**config.mk**
```make
export PLATFORM = sky130hd
export DESIGN_NAME = mem_store_buffer_flat
export DESIGN_NICKNAME = d
export VERILOG_FILES = /design/src/rtl/risc_mem_pkg.sv /design/src/rtl/mem_store_buffer_if.sv /design/src/rtl/sb_fifo.sv /design/src/rtl/mem_store_buffer.sv /design/src/flat_wrapper.sv
export SDC_FILE = /design/constraint.sdc
export NUM_CORES = 1
export LEC_CHECK = 0
export CAP_MARGIN = 10
export CORE_MARGIN = 2
export CORE_UTILIZATION = 40
export DETAILED_ROUTE_END_ITERATION = 7
export HOLD_SLACK_MARGIN = 0.1
export PLACE_DENSITY = 0.64
export SETUP_SLACK_MARGIN = 0.3
export SLEW_MARGIN = 0
export SYNTH_ARGS = -nofsm -noshare
export SYNTH_HDL_FRONTEND = slang
export SYNTH_HIERARCHICAL = 1
export SYNTH_SLANG_ARGS = --single-unit
```
**constraint.sdc**
```tcl
create_clock -name clk -period 2.9 [get_ports clk]
set_clock_uncertainty 0.2 [all_clocks]
set_input_delay 0.29 -clock clk [delete_from_list [all_inputs] [get_ports clk]]
set_output_delay 0.29 -clock clk [all_outputs]
set_load 0.02 [all_outputs]
```
**src/rtl/risc_mem_pkg.sv**
```systemverilog
// Shared MEM-stage types: address/data widths
// and the buffered-store entry layout.
package risc_mem_pkg;

  localparam int ADDR_W = 16;
  localparam int DATA_W = 16;

  typedef struct packed {
    logic [ADDR_W-1:0] addr;
    logic [DATA_W-1:0] data;
  } sb_entry_t;

endpackage

```
**src/rtl/mem_store_buffer_if.sv**
```systemverilog
// MEM-stage request bus and data-memory bus
// seen by the posted-store buffer.
interface mem_store_buffer_if;
  import risc_mem_pkg::*;

  logic              req_valid;
  logic              req_we;
  logic [ADDR_W-1:0] req_addr;
  logic [DATA_W-1:0] req_wdata;
  logic              req_stall;
  logic [DATA_W-1:0] ld_data;

  logic [ADDR_W-1:0] mem_access_addr;
  logic [DATA_W-1:0] mem_write_data;
  logic              mem_write_en;
  logic              mem_read;
  logic [DATA_W-1:0] mem_read_data;

  modport slave (
    input  req_valid, req_we,
    input  req_addr, req_wdata,
    output req_stall, ld_data,
    output mem_access_addr,
    output mem_write_data,
    output mem_write_en, mem_read,
    input  mem_read_data
  );

  modport master (
    output req_valid, req_we,
    output req_addr, req_wdata,
    input  req_stall, ld_data,
    input  mem_access_addr,
    input  mem_write_data,
    input  mem_write_en, mem_read,
    output mem_read_data
  );

endinterface

```
**src/rtl/sb_fifo.sv**
```systemverilog
// Store-buffer entry storage: in-order FIFO
// with per-slot valid bits and address match.
module sb_fifo
  import risc_mem_pkg::*;
#(
  parameter int DEPTH = 4,
  parameter int PW    = $clog2(DEPTH),
  parameter int CW    = $clog2(DEPTH + 1)
) (
  input  logic              clk,
  input  logic              rst,
  input  logic              push,
  input  sb_entry_t         push_entry,
  input  logic              pop,
  input  logic [ADDR_W-1:0] match_addr,
  output sb_entry_t         head_entry,
  output logic [PW-1:0]     head,
  output logic [CW-1:0]     count,
  output logic [DEPTH-1:0]  match_vec,
  output sb_entry_t         entries [DEPTH]
);

  sb_entry_t        mem_q [DEPTH];
  sb_entry_t        mem_d [DEPTH];
  logic [DEPTH-1:0] valid_q, valid_d;
  logic [PW-1:0]    head_q, head_d;
  logic [PW-1:0]    tail_q, tail_d;
  logic [CW-1:0]    count_q, count_d;

  // Next-state for pointers, count and slots.
  always_comb begin
    mem_d   = mem_q;
    valid_d = valid_q;
    head_d  = head_q;
    tail_d  = tail_q;
    if (pop) begin
      valid_d[head_q] = 1'b0;
      head_d = head_q + PW'(1);
    end
    if (push) begin
      valid_d[tail_q] = 1'b1;
      mem_d[tail_q]   = push_entry;
      tail_d = tail_q + PW'(1);
    end
    count_d = count_q + CW'(push)
            - CW'(pop);
  end

  // State registers; reset discards entries.
  always_ff @(posedge clk or negedge rst) begin
    if (!rst) begin
      mem_q   <= '{default: '0};
      valid_q <= '0;
      head_q  <= '0;
      tail_q  <= '0;
      count_q <= '0;
    end else begin
      mem_q   <= mem_d;
      valid_q <= valid_d;
      head_q  <= head_d;
      tail_q  <= tail_d;
      count_q <= count_d;
    end
  end

  // Parallel full-width address compare.
  always_comb begin
    for (int i = 0; i < DEPTH; i++) begin
      match_vec[i] = valid_q[i] &&
        (mem_q[i].addr == match_addr);
    end
  end

  assign head_entry = mem_q[head_q];
  assign head       = head_q;
  assign count      = count_q;
  assign entries    = mem_q;

endmodule

```
**src/rtl/mem_store_buffer.sv**
```systemverilog
// Posted-store buffer between MEM stage and
// data memory; loads win the port and forward.
module mem_store_buffer
  import risc_mem_pkg::*;
#(
  parameter int DEPTH = 4
) (
  input  logic clk,
  input  logic rst,
  mem_store_buffer_if.slave bus,
  input  logic flush,
  output logic flush_done,
  output logic [$clog2(DEPTH+1)-1:0] sb_count
);

  localparam int PW = $clog2(DEPTH);
  localparam int CW = $clog2(DEPTH + 1);

  logic             push, pop;
  sb_entry_t        push_entry;
  sb_entry_t        head_entry;
  logic [PW-1:0]    head;
  logic [CW-1:0]    count;
  logic [DEPTH-1:0] match_vec;
  sb_entry_t        entries [DEPTH];

  logic             nonempty, full;
  logic             flush_mode;
  logic             ld_go, st_full;
  logic             st_go, idle_drain;
  logic             fwd_hit;
  logic [DATA_W-1:0] fwd_data;
  logic [PW-1:0]    idx;

  sb_fifo #(
    .DEPTH (DEPTH)
  ) u_fifo (
    .clk        (clk),
    .rst        (rst),
    .push       (push),
    .push_entry (push_entry),
    .pop        (pop),
    .match_addr (bus.req_addr),
    .head_entry (head_entry),
    .head       (head),
    .count      (count),
    .match_vec  (match_vec),
    .entries    (entries)
  );

  assign nonempty   = (count != '0);
  assign full       = (count == CW'(DEPTH));
  assign flush_mode = flush & nonempty;

  assign ld_go = ~flush_mode &
    bus.req_valid & ~bus.req_we;
  assign st_full = ~flush_mode &
    bus.req_valid & bus.req_we & full;
  assign st_go = ~flush_mode &
    bus.req_valid & bus.req_we & ~full;
  assign idle_drain = ~flush_mode &
    ~bus.req_valid & nonempty;

  assign push_entry.addr = bus.req_addr;
  assign push_entry.data = bus.req_wdata;

  // Youngest match wins: walk oldest to newest.
  always_comb begin
    fwd_hit  = 1'b0;
    fwd_data = '0;
    idx      = '0;
    for (int i = 0; i < DEPTH; i++) begin
      idx = head + PW'(i);
      if (match_vec[idx]) begin
        fwd_hit  = 1'b1;
        fwd_data = entries[idx].data;
      end
    end
  end

  // Memory port arbitration.
  always_comb begin
    push                = 1'b0;
    pop                 = 1'b0;
    bus.req_stall       = 1'b0;
    bus.ld_data         = '0;
    bus.mem_read        = 1'b0;
    bus.mem_write_en    = 1'b0;
    bus.mem_access_addr = '0;
    bus.mem_write_data  = '0;
    unique case (1'b1)
      flush_mode: begin
        bus.req_stall = bus.req_valid;
        pop = 1'b1;
      end
      ld_go: begin
        bus.mem_read        = 1'b1;
        bus.mem_access_addr = bus.req_addr;
        bus.ld_data = fwd_hit ? fwd_data
                    : bus.mem_read_data;
      end
      st_full: begin
        bus.req_stall = 1'b1;
        pop = 1'b1;
      end
      st_go: begin
        push = 1'b1;
      end
      idle_drain: begin
        pop = 1'b1;
      end
      default: ;
    endcase
    if (pop) begin
      bus.mem_write_en    = 1'b1;
      bus.mem_access_addr = head_entry.addr;
      bus.mem_write_data  = head_entry.data;
    end
  end

  assign flush_done = flush & ~nonempty;
  assign sb_count   = count;

endmodule

```
**src/flat_wrapper.sv**
```systemverilog
// flat-port wrapper written by rule: the top's interface ports become plain ports
module mem_store_buffer_flat import risc_mem_pkg::*;
#(
  parameter int DEPTH = 4
)
  (clk, rst, flush, flush_done, sb_count, bus_req_valid, bus_req_we, bus_req_addr, bus_req_wdata, bus_req_stall, bus_ld_data, bus_mem_access_addr, bus_mem_write_data, bus_mem_write_en, bus_mem_read, bus_mem_read_data);
  mem_store_buffer_if bus_i ();
  input  logic clk;
  input  logic rst;
  input  logic flush;
  output logic flush_done;
  output logic [$clog2(DEPTH+1)-1:0] sb_count;
  input wire logic [$bits(bus_i.req_valid)-1:0] bus_req_valid;
  input wire logic [$bits(bus_i.req_we)-1:0] bus_req_we;
  input wire logic [$bits(bus_i.req_addr)-1:0] bus_req_addr;
  input wire logic [$bits(bus_i.req_wdata)-1:0] bus_req_wdata;
  output wire logic [$bits(bus_i.req_stall)-1:0] bus_req_stall;
  output wire logic [$bits(bus_i.ld_data)-1:0] bus_ld_data;
  output wire logic [$bits(bus_i.mem_access_addr)-1:0] bus_mem_access_addr;
  output wire logic [$bits(bus_i.mem_write_data)-1:0] bus_mem_write_data;
  output wire logic [$bits(bus_i.mem_write_en)-1:0] bus_mem_write_en;
  output wire logic [$bits(bus_i.mem_read)-1:0] bus_mem_read;
  input wire logic [$bits(bus_i.mem_read_data)-1:0] bus_mem_read_data;
  assign bus_i.req_valid = bus_req_valid;
  assign bus_i.req_we = bus_req_we;
  assign bus_i.req_addr = bus_req_addr;
  assign bus_i.req_wdata = bus_req_wdata;
  assign bus_req_stall = bus_i.req_stall;
  assign bus_ld_data = bus_i.ld_data;
  assign bus_mem_access_addr = bus_i.mem_access_addr;
  assign bus_mem_write_data = bus_i.mem_write_data;
  assign bus_mem_write_en = bus_i.mem_write_en;
  assign bus_mem_read = bus_i.mem_read;
  assign bus_i.mem_read_data = bus_mem_read_data;
  mem_store_buffer #(.DEPTH(DEPTH)) u_core (.clk(clk), .rst(rst), .bus(bus_i), .flush(flush), .flush_done(flush_done), .sb_count(sb_count));
endmodule
```
---- Word-level counts from Yosys, hierarchy flattened ----
Index checks and enable logic that the tools add are counted.
cells by class
  add/sub/neg operators ................... 6
  order comparisons ....................... 13
  eq/ne operators ......................... 5
  mux-type cells .......................... 47
  bitwise gates (word level) .............. 22
  reduce and logical (&&, ||, !) cells .... 9
operator list
  cell                                                                    count
  32-bit binary-select mux with 2-bit select                              4
  16-bit 2-to-1 mux                                                       15
  128-bit bitwise mux                                                     1
  32-bit 2-to-1 mux                                                       3
  32-bit demux with 2-bit select                                          1
  16-bit == test                                                          4
  3-bit >= comparator (second input constant)                             5
  2-bit by 3-bit < comparator with 1-bit output (second input constant)   5
  2-bit inverter with 3-bit output                                        5
  1-bit 2-to-1 mux                                                        14
  1-bit AND                                                               9
  1-bit binary-select mux with 2-bit select                               4
  4-bit 2-to-1 mux                                                        2
  1-bit logical AND                                                       7
  1-bit inverter                                                          5
  2-bit by 1-bit adder with 2-bit output (second input constant)          2
  2-bit adder (second input constant)                                     2
  4-bit AND                                                               1
  1-bit demux with 2-bit select                                           2
  2-bit by 1-bit >= comparator with 1-bit output (second input constant)  2
  4-bit inverter                                                          1
  4-bit bitwise OR                                                        1
  3-bit by 1-bit adder with 3-bit output                                  1
  3-bit == test (second input constant)                                   1
  other kinds (5)                                                         5
word-level totals
  bits in registers ....................... 139
  bits of input ports ..................... 53
  output and inout port bits .............. 55
  logic and storage cells ................. 114

---- Depth between registers and ports, before layout ----
  word-level depth ........................ 11
  mapped depth ............................ 11
  mapped depth without buffers ............ 9

---- Modules after synthesis ----
Netlist, hierarchy kept.
modules (own cells, without submodules)
  module            times used  cells an instance  area each (sq um)  seq. area each (sq um)
  sb_fifo           1           464                6,865.3            3,478.3
  mem_store_buffer  1           289                2,894.0            0.0

---- Worst setup path after synthesis ----
Ideal clock, no wire load.
  path kind ............................... flip-flop to output port
  start point ............................. register u_core.u_fifo.mem_q, in the netlist u_core/u_fifo/entries[127]
  end point ............................... output port bus_ld_data[4]
  arrival ................................. 2,689 ps
  data required time ...................... 2,410 ps
  setup slack ............................. -279 ps
  cell stages (with the launch flop) ...... 11
  path buffers ............................ 1
  cell sequence ........................... dfrtp_1 > xor2_1 > nor4_1 > nand4_1 > nor4_2 > or3b_1 > and3_4 > buf_6 > nor3b_1 > o221ai_1 > a31oi_1
on the way
  word-level cells in the longest chain between the ends .. 10
  elaborated cells on any way between the ends .. 20
  classes of those cells .................. eq/ne (1); mux (18); reduce/logical (1)
ends and longest elaborated chain
  item                                                                       line                    source
  from (decl)                                                                sb_fifo.sv:23           sb_entry_t mem_q [DEPTH];
  from (signal assigned)                                                     sb_fifo.sv:58           mem_q <= mem_d;
  16-bit == test *                                                           sb_fifo.sv:70           (mem_q[i].addr == match_addr);
  1-bit logical AND *                                                        sb_fifo.sv:69           match_vec[i] = valid_q[i] &&
  net u_core.match_vec[0]                                                    mem_store_buffer.sv:24  logic [DEPTH-1:0] match_vec;
  1-bit binary-select mux with 2-bit select                                  mem_store_buffer.sv:74  if (match_vec[idx]) begin
  1-bit 2-to-1 mux (implied by the code)                                     mem_store_buffer.sv:74
  16-bit 2-to-1 mux / 1-bit 2-to-1 mux (equally long branches) (4 in a row)  mem_store_buffer.sv:74
  16-bit 2-to-1 mux *                                                        mem_store_buffer.sv:99  bus.ld_data = fwd_hit ? fwd_data
  16-bit 2-to-1 mux *                                                        mem_store_buffer.sv:91  unique case (1'b1)
  to (decl)                                                                  flat_wrapper.sv:18      output wire logic [$bits(bus_i.ld_data)-1:0] bus_ld_data;
The timed path passes the listed nets; every way through them passes the cells marked *. The select of a mux whose other input is x is not followed.

---- Final worst setup path ----
  start point ............................. register u_core.u_fifo.mem_q, in the netlist u_core/u_fifo/entries[57]
  end point ............................... output port bus_ld_data[7]
Same word-level chain as after synthesis.

==> results.ini <==
[outcome]
outcome=finished with violations
violations=setup timing

[floorplan]
die_x_um=160
die-area_mm2=0.0257
die_h_um=160
ioPinCount=108
rows=57
start_util_pct=40.5
core_mm2=0.0241

[global_routing]
grtUsageTotal_pct=21.5
grt_pass1_vias=7560
grt_max_degree=78
antenna_found_initial=0
grt_pass1_wl_um=42800
overflow=0

[worst_setup_path]
slowest_stage=dfrtp_1
max_stage_delay_ns=0.40
cp-start-kind=flip-flop
crit_path_cell_trace=xor2_1, nor4_4, nand4_1, nor4_4, buf_4, nand3b_1, and3_4, buf_4, nor3b_2, o221ai_2, a31oi_2, buf_2
crit_family=simple AND/OR/NAND/NOR gates
worstPathMaxFanout=13
end_kind=primary output
path_buf_inv=3
crit_arrival_ns=3.37
critical_path_class=reg -> out
worst_ep_required_time_ns=2.41

[cts]
clk_latency_ns=0.42
path_clk_slew_ns=0.06
ctsRootBufferMaster=clkbuf_16
cts.sinks=139
numCtsBuffers=17
cts_tree=yes
clock_path_buffers=2
cts_max_level=4

[synthesis]
synthTopCellsByArea=dfrtp_1, mux4_2, mux2_2
synth_seq_cells=139
yosysUniqueCellTypes=47
syn_nets=817
synth_area_leader_cell=dfrtp_1
synth_warnings=6
synth_edf_count=0
yosys.area.top_type_share_pct=35.6
ys.flop_type=dfrtp_1
syn_inst=753
ys_seq_area_share_pct=35.6
async_flop_share_pct=100
syn_avg_cell_area_um2=13.0
syn_area_mm2=0.00976

[finish]
final_nets=1059
layout-drive-gt1-share_pct=53.6
antenna_cells=0
area_delta_synth_final_pct=40.3
nFillCells=2036
layout_common_cells=buf_4, dfrtp_1, mux2_2
layout_commonest_cell=buf_4

[timing]
setup_ws_ns=-0.956
finalSetupViolCount=16
post-route-min-period_ns=3.86
holdWs_ns=0.189
worst_pin_slew_ns=0.743
hold_viol=0
max_freq_mhz=259
slew_headroom_pct=50.5
period_share_pct=133
tns_ns=-13.82
rsz0062_at_grt=yes
finalMaxSlewViolations=0

[detailed_routing]
drt_iter0_drc=458
routedWlPerCell_um=20.8
drt-total-wl_um=27700
vias=7449
dr.pass1.iters=5
postRouteAntennaNets=0
drc_errors=0
vias_per_cell=5.59

[placement]
hpwl_um=18000
place_congestion=0.793
portBuffers=107

[power_and_ir_drop]
p_per_area_mw_per_mm2=1180
max-vdd-ir-drop_uv=616
cellLeakagePower_nw=5.91

[min_path]
min_path_type=in -> reg

[job]
drv_cap=0

==> layer usage <==
layer	track usage, %	share of wire (%)
met3	4.23	4.9
met2	36.5	50
met1	29.0	43
met5	0	0
met4	4.30	1.3
==> cells in the mapped netlist (2+ instances only) <==
cell	count
dfrtp_1	139
mux2_2	131
nand2_1	70
mux4_2	66
xnor2_1	49
o21ai_0	25
buf_2	24
mux4_1	21
and2_1	18
o221ai_1	18
xor2_1	17
a22o_1	16
clkbuf_1	14
a31oi_1	13
buf_6	12
nand4_1	12
nor3b_1	12
mux2i_1	11
buf_4	10
ha_1	10
a21oi_1	8
inv_1	8
nor2_1	5
nor4_1	4
nor4_2	4
o22ai_1	4
buf_12	3
nand2b_1	3
nor3_1	3
a32o_1	2
clkbuf_2	2
inv_2	2
nor3b_2	2
xor2_2	2
==> stage by stage <==
step / utilization, % / std cells / cell area [um2] / worst slack (ns) / power (mW)
detailed placement: 50.4 / 1248 / 12200 / -1.48 / 12.1
floorplan: - / 753 / 9930 / -0.0825 / 9.31
global placement: 50.4 / 1248 / 12200 / -1.48 / 12.0
CTS: 55.3 / 1320 / 13300 / -0.990 / 15.5
global route: 56.8 / 1332 / 13700 / -1.09 / 17.0
finish: 56.8 / 1332 / 13700 / -0.956 / 16.1
==> path summary, 6_finish.rpt <==
kind                                                 from                   endpoint  slack (ns)  cells past startpoint
worst max register to register     u_core/u_fifo/count[0]  u_core/u_fifo/entries[25]        0.41                      6
worst max-delay path            u_core/u_fifo/entries[57]             bus_ld_data[7]       -0.96                     12
min in group asynchronous                             rst  u_core/u_fifo/entries[60]        0.29                      2
worst min-delay path                     bus_req_addr[15]  u_core/u_fifo/entries[95]        0.19                      3
max in group asynchronous                             rst  u_core/u_fifo/entries[76]        1.48                      3
worst min register to register   u_core/u_fifo/valid_q[2]   u_core/u_fifo/valid_q[2]        0.29                      2
==> tightest hold or removal path, stage by stage <==
cell	delay (ns)
dlymetal6s2s_1	0.19
buf_4	0.16
mux2_2	0.13
==> power by group <==
| part | internal (mW) | total (mW) | leakage, nW | switching [mW] |
|---|---|---|---|---|
| sequential | 2.92 | 3.96 | 1.71 | 1.04 |
| combinational | 5.89 | 9.64 | 3.87 | 3.75 |
| clock | 1.57 | 2.49 | 0.328 | 0.921 |
| total | 10.4 | 16.1 | 5.91 | 5.72 |
==> state kept, by name, indices dropped and copies added, names as in the netlist <==
signal                 cells
u_core/u_fifo/count        3
u_core/u_fifo/entries    128
u_core/u_fifo/head         2
u_core/u_fifo/tail_q       2
u_core/u_fifo/valid_q      4
==> final cells by class <==
cell class	count	area (um2)	area share, %
clock buffer	18	439	3.21
clock inverter	14	231	1.69
inverter	10	40.0	0.293
multi-input combinational	538	6150	44.9
sequential	139	3490	25.5
tap	324	405	2.96
timing repair buffer	289	2940	21.4
==> logic make-up after synthesis <==
| kind of cell | Yosys count | share of synthesized area (%) |
|---|---|---|
| multiplexers | 230 | 37.3 |
| AND/OR/NAND/NOR | 140 | 7.68 |
| flip-flops | 139 | 35.6 |
| AO/OA/AOI/OAI | 89 | 6.50 |
| buffers and inverters | 76 | 5.15 |
| XOR/XNOR | 68 | 6.26 |
| adder cells (fa/ha/maj) | 11 | 1.49 |
==> repair_timing <==
item                                    CTS  global route
pin swaps                                40            11
resized for setup                       276            70
hold buffers                              1             0
endpoints found under the setup margin   50            48
gates cloned                              5             2
endpoints found under the hold margin    75             0
buffers inserted                         34            10
Note: power is estimated with default switching activity, not from simulation.
